===== src/rtl/usb_rx_pkt_pkg.sv =====
// usb_rx_pkt_pkg: shared USB receive definitions.
// Holds PID constants, PID class encodings, receiver FSM states and the
// CRC5/CRC16 polynomials and good-packet residuals used by usb_rx_pkt.
package usb_rx_pkt_pkg;
  localparam logic [3:0] PID_OUT   = 4'b0001;
  localparam logic [3:0] PID_IN    = 4'b1001;
  localparam logic [3:0] PID_SOF   = 4'b0101;
  localparam logic [3:0] PID_SETUP = 4'b1101;
  localparam logic [3:0] PID_DATA0 = 4'b0011;
  localparam logic [3:0] PID_DATA1 = 4'b1011;
  localparam logic [3:0] PID_ACK   = 4'b0010;
  localparam logic [3:0] PID_NAK   = 4'b1010;
  localparam logic [3:0] PID_STALL = 4'b1110;
  typedef enum logic [1:0] {
    CLS_SPECIAL   = 2'b00,
    CLS_TOKEN     = 2'b01,
    CLS_HANDSHAKE = 2'b10,
    CLS_DATA      = 2'b11
  } pid_class_t;
  typedef enum logic [1:0] {IDLE, PID, PAYLOAD, ERR_WAIT} rx_state_t;
  localparam logic [4:0]  CRC5_POLY      = 5'b00101;
  localparam logic [4:0]  CRC5_RESIDUAL  = 5'b01100;
  localparam logic [15:0] CRC16_POLY     = 16'h8005;
  localparam logic [15:0] CRC16_RESIDUAL = 16'h800D;
  // A PID byte is well formed when its upper nibble is the complement of the lower.
  function automatic logic pid_valid(input logic [7:0] b);
    return b[3:0] == ~b[7:4];
  endfunction
endpackage


===== src/rtl/usb_rx_pkt_crc.sv =====
// usb_crc: serial LSB-first CRC with residual check.
// Ports: clk, rst (async, active-high); init reloads INIT; data_bit/en shift
// one bit in; match is high while the register equals RESIDUAL.
module usb_crc #(
  parameter int           W        = 5,
  parameter logic [W-1:0] POLY     = '0,
  parameter logic [W-1:0] INIT     = '1,
  parameter logic [W-1:0] RESIDUAL = '0
) (
  input  logic clk,
  input  logic rst,
  input  logic init,
  input  logic data_bit,
  input  logic en,
  output logic match
);
  logic [W-1:0] crc;
  always_ff @(posedge clk or posedge rst)
    if (rst) crc <= INIT;
    else if (init) crc <= INIT;
    else if (en) crc <= {crc[W-2:0], 1'b0} ^ ((data_bit ^ crc[W-1]) ? POLY : '0);
  assign match = crc == RESIDUAL;
endmodule


===== src/rtl/usb_rx_pkt.sv =====
// usb_rx_pkt: USB packet receive sequencer on the low-level ll_* bit stream.
// Ports: clk, rst (async, active-high); ll_bit/ll_valid/ll_eop/ll_sync/
// ll_bs_skip/ll_bs_err from the NRZI/destuff stage; rx_enable gates reception.
// Outputs: pkt_start/pkt_done_ok/pkt_done_err pulses, latched PID and class
// flags, token fields, and rx_data/rx_stb for every byte after a DATA PID.
module usb_rx_pkt
  import usb_rx_pkt_pkg::*;
#(
  parameter int MAX_PAYLOAD = 1023
) (
  input  logic        clk,
  input  logic        rst,
  input  logic        ll_bit,
  input  logic        ll_valid,
  input  logic        ll_eop,
  input  logic        ll_sync,
  input  logic        ll_bs_skip,
  input  logic        ll_bs_err,
  input  logic        rx_enable,
  output logic        pkt_start,
  output logic        pkt_done_ok,
  output logic        pkt_done_err,
  output logic [3:0]  pkt_pid,
  output logic        pkt_is_sof,
  output logic        pkt_is_token,
  output logic        pkt_is_data,
  output logic        pkt_is_handshake,
  output logic [10:0] pkt_frameno,
  output logic [6:0]  pkt_addr,
  output logic [3:0]  pkt_endp,
  output logic [7:0]  rx_data,
  output logic        rx_stb
);
  localparam int CW = $clog2(MAX_PAYLOAD + 4);
  localparam logic [CW-1:0] CNT_MAX = CW'(MAX_PAYLOAD + 2);
  localparam logic [CW-1:0] CNT_SAT = CW'(MAX_PAYLOAD + 3);
  rx_state_t state, state_n;
  logic [6:0] sr;
  logic [2:0] bcnt;
  logic [CW-1:0] byte_cnt;
  logic [10:0] tok;
  logic [7:0] byte_val;
  logic keep, in_pkt, byte_done, over, len_ok, crc_ok, crc5_ok, crc16_ok;
  logic start_n, ok_n, err_n, crc_init, crc_en;
  pid_class_t cls;
  // A kept bit is a real data bit: strobed, not stuffed, not a framing event.
  assign keep      = ll_valid & rx_enable & ~ll_eop & ~ll_sync & ~ll_bs_skip & ~ll_bs_err;
  assign in_pkt    = state == PID || state == PAYLOAD;
  assign byte_val  = {ll_bit, sr};
  assign byte_done = in_pkt & keep & (bcnt == 3'd7);
  assign over      = byte_cnt >= CNT_MAX;
  assign crc_en    = state == PAYLOAD && keep;
  assign cls              = pid_class_t'(pkt_pid[1:0]);
  assign pkt_is_token     = cls == CLS_TOKEN;
  assign pkt_is_sof       = pkt_pid == PID_SOF;
  assign pkt_is_data      = cls == CLS_DATA;
  assign pkt_is_handshake = cls == CLS_HANDSHAKE;
  assign pkt_frameno      = tok;
  assign pkt_addr         = tok[6:0];
  assign pkt_endp         = tok[10:7];
  assign len_ok = pkt_is_handshake ? byte_cnt == '0 :
                  pkt_is_token     ? byte_cnt == CW'(2) :
                  pkt_is_data      ? (byte_cnt >= CW'(2) && byte_cnt <= CNT_MAX) : 1'b0;
  assign crc_ok = pkt_is_token ? crc5_ok : pkt_is_data ? crc16_ok : 1'b1;
  usb_crc #(.W(5), .POLY(CRC5_POLY), .INIT(5'h1F), .RESIDUAL(CRC5_RESIDUAL)) u_crc5 (
    .clk(clk), .rst(rst), .init(crc_init), .data_bit(ll_bit), .en(crc_en), .match(crc5_ok)
  );
  usb_crc #(.W(16), .POLY(CRC16_POLY), .INIT(16'hFFFF), .RESIDUAL(CRC16_RESIDUAL)) u_crc16 (
    .clk(clk), .rst(rst), .init(crc_init), .data_bit(ll_bit), .en(crc_en), .match(crc16_ok)
  );
  always_ff @(posedge clk or posedge rst)
    if (rst) state <= IDLE;
    else state <= state_n;
  always_comb begin
    state_n  = state;
    start_n  = 1'b0;
    ok_n     = 1'b0;
    err_n    = 1'b0;
    crc_init = 1'b0;
    if (!rx_enable) state_n = IDLE;
    else case (state)
      IDLE:
        if (ll_valid & ll_sync & ~ll_eop) begin
          state_n = PID;
          start_n = 1'b1;
        end
      PID:
        if (ll_valid & (ll_eop | ll_bs_err)) begin
          err_n   = 1'b1;
          state_n = ll_eop ? IDLE : ERR_WAIT;
        end else if (byte_done) begin
          state_n  = pid_valid(byte_val) ? PAYLOAD : ERR_WAIT;
          err_n    = ~pid_valid(byte_val);
          crc_init = pid_valid(byte_val);
        end
      PAYLOAD:
        if (ll_valid & ll_eop) begin
          ok_n    = bcnt == 3'd0 && !ll_bs_err && len_ok && crc_ok;
          err_n   = ~ok_n;
          state_n = IDLE;
        end else if ((ll_valid & ll_bs_err) | (byte_done & over)) begin
          err_n   = 1'b1;
          state_n = ERR_WAIT;
        end
      ERR_WAIT:
        if (ll_valid & ll_eop) state_n = IDLE;
      default: state_n = IDLE;
    endcase
  end
  always_ff @(posedge clk or posedge rst)
    if (rst) begin
      pkt_start    <= 1'b0;
      pkt_done_ok  <= 1'b0;
      pkt_done_err <= 1'b0;
      sr           <= '0;
      bcnt         <= '0;
      byte_cnt     <= '0;
      pkt_pid      <= '0;
      tok          <= '0;
      rx_data      <= '0;
      rx_stb       <= 1'b0;
    end else begin
      pkt_start    <= start_n;
      pkt_done_ok  <= ok_n;
      pkt_done_err <= err_n;
      rx_stb       <= 1'b0;
      if (start_n) begin
        bcnt     <= '0;
        byte_cnt <= '0;
      end else if (in_pkt && keep) begin
        sr   <= byte_val[7:1];
        bcnt <= bcnt + 3'd1;
      end
      if (state == PID && byte_done) pkt_pid <= byte_val[3:0];
      if (state == PAYLOAD && byte_done) begin
        byte_cnt <= byte_cnt == CNT_SAT ? byte_cnt : byte_cnt + 1'b1;
        if (pkt_is_data) begin
          rx_data <= byte_val;
          rx_stb  <= 1'b1;
        end
        // Token fields arrive as byte 0 (bits 7:0) and the low 3 bits of byte 1.
        if (pkt_is_token && byte_cnt == CW'(0)) tok[7:0] <= byte_val;
        if (pkt_is_token && byte_cnt == CW'(1)) tok[10:8] <= byte_val[2:0];
      end
    end
endmodule


===== config.mk =====
export PLATFORM = sky130hd
export DESIGN_NAME = usb_rx_pkt
export DESIGN_NICKNAME = d
export VERILOG_FILES = /design/src/rtl/usb_rx_pkt_pkg.sv /design/src/rtl/usb_rx_pkt_crc.sv /design/src/rtl/usb_rx_pkt.sv
export SDC_FILE = /design/constraint.sdc
export NUM_CORES = 1
export LEC_CHECK = 0
export CAP_MARGIN = 20
export CORE_UTILIZATION = 49
export CTS_CLUSTER_SIZE = 30
export DETAILED_ROUTE_END_ITERATION = 16
export PLACE_DENSITY = 0.84
export SYNTH_ARGS = -nofsm -noshare
export SYNTH_HDL_FRONTEND = slang
export SYNTH_SLANG_ARGS = --single-unit
export TNS_END_PERCENT = 20

===== constraint.sdc =====
create_clock -name clk -period 2.3 [get_ports clk]
set_input_delay 0.46 -clock clk [delete_from_list [all_inputs] [get_ports clk]]
set_output_delay 0.46 -clock clk [all_outputs]
set_load 0.02 [all_outputs]

==> results.py <==
metrics = {
    "routing": {
        "drt_pass1_iterations": 4,
        "via_count": 2781,
        "wire_per_inst_um": 16.1,
        "route.antenna.remaining_nets": 0,
        "viasPerCell": 5.58,
        "routed_wl_um": 8020,
        "drc": 0,
        "drt_iter0_markers": 175,
    },
    "placed_design": {
        "place_hpwl_um": 5770,
        "gp_congestion": 0.964,
        "portBuffers": 50,
        "dp.cells": 482,
        "detailedPlace.worstSlack_ns": -0.100,
    },
    "layout": {
        "drive_above_1_share_pct": 23.4,
        "final_cells": 498,
        "fin_util_pct": 64.7,
        "finalNetCount": 417,
        "n_fill_cell": 553,
        "ff_latch_area_sq_um": 1800,
        "antenna_cells": 0,
        "syn2layout_area_growth_pct": 24.8,
        "multi_input_area_sq_um": 1640,
    },
    "global_route": {
        "grt_start_max_net_pins": 72,
        "grt_pass1_vias": 2743,
        "grtUsageTotal_pct": 22.7,
        "overflow": 0,
        "antenna_found_initial": 0,
        "grt_pass1_wl_um": 13200,
    },
    "yosys": {
        "yosysWarningCount": 0,
        "ys.flop_type": "dfrtp_1",
        "async_reset_ff_share_pct": 100,
        "synth_area_sq_um": 3620,
        "ys_top_cells_by_area": "dfrtp_1 35%, dfstp_2 15%, mux2_2 7.5%, nand2_1 6.1%, mux2i_1 5.8%",
        "synth_top_area_share_pct": 34.5,
        "ys_ff_latch": 71,
        "syn-num-nets": 359,
        "yosys.area.top_type": "dfrtp_1",
        "seq_area_frac_synth_pct": 49.8,
        "ys_types": 52,
        "avgSynthCellArea_sq_um": 10.7,
        "synth_edf_count": 0,
        "netlist_instances": 339,
    },
    "die": {
        "num_rows": 30,
        "die_h_um": 88.0,
        "fp.dieW_um": 88.0,
        "coreArea_sq_um": 6980,
        "initial_core_util_pct": 51.9,
        "die_area_sq_um": 7740,
        "io_pins": 51,
    },
    "sta": {
        "drv_slew": 0,
        "finalSetupViolations": 0,
        "timing.hold.ws_ns": 0.504,
        "rsz0062_at_grt": "no",
        "period_needed_ns": 2.21,
        "maxSlewHeadroom_pct": 60.3,
        "fin_crit_sh_pct": 95.9,
        "worst_pin_slew_ns": 0.580,
        "clock_skew_ns": 0.00577,
        "finalHoldViolCount": 0,
        "fmax_mhz": 453,
        "timing.final.ws_setup_ns": 0.0943,
    },
    "clock_network": {
        "cts_max_path_buffers": 2,
        "cts.sinks": 71,
        "cts.clk_slew.worst_paths_ns": 0.08,
        "cts-buffers-inserted": 9,
        "clk_latency_ns": 0.36,
        "cts_tree": "built",
        "h-tree-depth": 3,
        "hold_buffers": 0,
        "cts-root-buf": "clkbuf_8",
    },
    "critical_path": {
        "endpoint_kind": "flip-flop",
        "path_max_fanout": 3,
        "path_buf_inv": 0,
        "critPathArrivalTime_ns": 2.40,
        "path_cells": "or4_1 > nor4_1 > o311ai_0 > a2111oi_0",
        "crit_required_ns": 2.49,
        "path_delay_family": "compound AO/OA/AOI/OAI gates",
        "crit_path_start_kind": "flip-flop",
        "max_stage_delay_ns": 0.62,
        "critPathKind": "flip-flop to flip-flop",
        "slowest_stage": "a2111oi_0",
    },
    "pwr": {
        "p_total_w": 0.00310,
        "powerDensity_nw_per_um2": 685,
        "ir_drop_uv": 503,
        "p_leak_nw": 2.26,
    },
    "hold_path": {
        "min_path_type": "input pin to asynchronous set/reset pin",
    },
    "run_status": {
        "outcome": "complete, no violations",
    },
    "run": {
        "maxCapViolCount": 0,
    },
}
-- power breakdown --
group | switching (W) | internal (W)
clock network | 0.000488 | 0.000588
registers | 0.0000919 | 0.00133
logic | 0.000337 | 0.000258
total | 0.000918 | 0.00218
-- routing by layer --
layer | up-vias | global-route usage [%] | share of wire, %
met1 | 1385 | 27.9 | 42
met4 | 0 | 9.69 | 1.8
met5 | - | 0 | 0
met3 | 17 | 5.28 | 4.4
met2 | 79 | 38.5 | 51
li1 | 1300 | - | -
-- tightest hold or removal path: stages --
cell,delay (ns)
clkdlybuf4s50_1,0.42
inv_2,0.07
buf_12,0.32
-- path summary, 6_finish.rpt --
path                                 from        endpoint  slack (ns)  depth (start not counted)
max                        u_crc16.crc[4]     pkt_done_ok        0.09                          4
min                                   rst  pkt_frameno[3]        0.50                          3
max reg2reg                u_crc16.crc[4]     pkt_done_ok        0.09                          4
min reg2reg                    rx_data[0]      rx_data[0]        0.51                          1
max in group asynchronous             rst  u_crc16.crc[4]        1.49                          3
min in group clk               rx_data[0]      rx_data[0]        0.51                          1
-- layout make-up --
cell class                 instances  area share (%)
inverter                          12           0.996
clock inverter                     2           0.332
tap                               96            2.66
clock buffer                      14            4.54
multi-input combinational        231            36.2
sequential                        71            39.9
timing repair buffer              72            15.3
-- through the flow --
stage	area, sq um	setup TNS, ns
floorplan	3620	0
global placement	4290	-0.438
detailed placement	4290	-2.10
CTS	4510	0
global route	4520	0
finish	4520	0
-- layout by cell type (no fill, tap or decap), types with 2 or more instances in the layout --
master / Yosys / final
a2111oi_0: 2 / 2
a21o_1: 4 / 4
a21oi_1: 9 / 8
and2_1: 5 / 5
and3_1: 2 / 2
buf_12: 0 / 2
buf_4: 11 / 20
clkbuf_16: 0 / 2
clkbuf_8: 0 / 11
clkdlybuf4s50_1: 0 / 49
dfrtp_1: 50 / 49
dfstp_2: 21 / 21
ha_1: 11 / 11
inv_1: 12 / 11
mux2_2: 24 / 24
mux2i_1: 21 / 21
nand2_1: 59 / 59
nand3_1: 11 / 11
nand3b_1: 2 / 2
nand4_1: 7 / 7
nor2_1: 10 / 10
nor2b_1: 2 / 2
nor3_1: 3 / 3
nor4_1: 4 / 3
nor4b_1: 2 / 2
o211ai_1: 4 / 4
o21a_1: 2 / 2
o21ai_0: 10 / 10
o22ai_1: 2 / 2
o31ai_1: 2 / 2
or3_1: 2 / 2
xnor2_1: 8 / 8
xor2_1: 4 / 4
-- synthesized netlist by cell type, types with 2 or more instances --
cell type  instances
nand2_1           59
dfrtp_1           50
mux2_2            24
dfstp_2           21
mux2i_1           21
inv_1             12
buf_4             11
ha_1              11
nand3_1           11
nor2_1            10
o21ai_0           10
a21oi_1            9
clkbuf_1           8
xnor2_1            8
nand4_1            7
and2_1             5
a21o_1             4
buf_2              4
nor4_1             4
o211ai_1           4
xor2_1             4
nor3_1             3
a2111oi_0          2
and3_1             2
nand3b_1           2
nor2b_1            2
nor4b_1            2
o21a_1             2
o22ai_1            2
o31ai_1            2
or3_1              2
-- registers in the layout, indices dropped and copies added, names as in the netlist --
| register | count |
|---|---|
| pkt_done_ok | 1 |
| byte_cnt | 11 |
| u_crc16.crc | 16 |
| bcnt | 3 |
| pkt_done_err | 1 |
| pkt_start | 1 |
| state | 2 |
| rx_data | 8 |
| rx_stb | 1 |
| sr | 7 |
| pkt_frameno | 11 |
| u_crc5.crc | 5 |
| pkt_pid | 4 |
-- logic make-up (layout without fill, tap and decap cells) --
kind of cell	after synthesis	count (layout)	share of synthesized area [%]
buffers and inverters	37	100	5.32
AO/OA/AOI/OAI	42	42	7.91
multiplexers	45	45	13.3
adder cells (fa/ha/maj)	11	11	3.80
XOR/XNOR	12	12	2.90
flip-flops	71	71	49.8
AND/OR/NAND/NOR	121	121	17.1
-- repair_timing --
action,4_1_cts,5_1_grt
gates resized for setup,1,3
buffers inserted,0,0
setup endpoints to repair,1,5
Note: power is estimated with default switching activity, not from simulation.
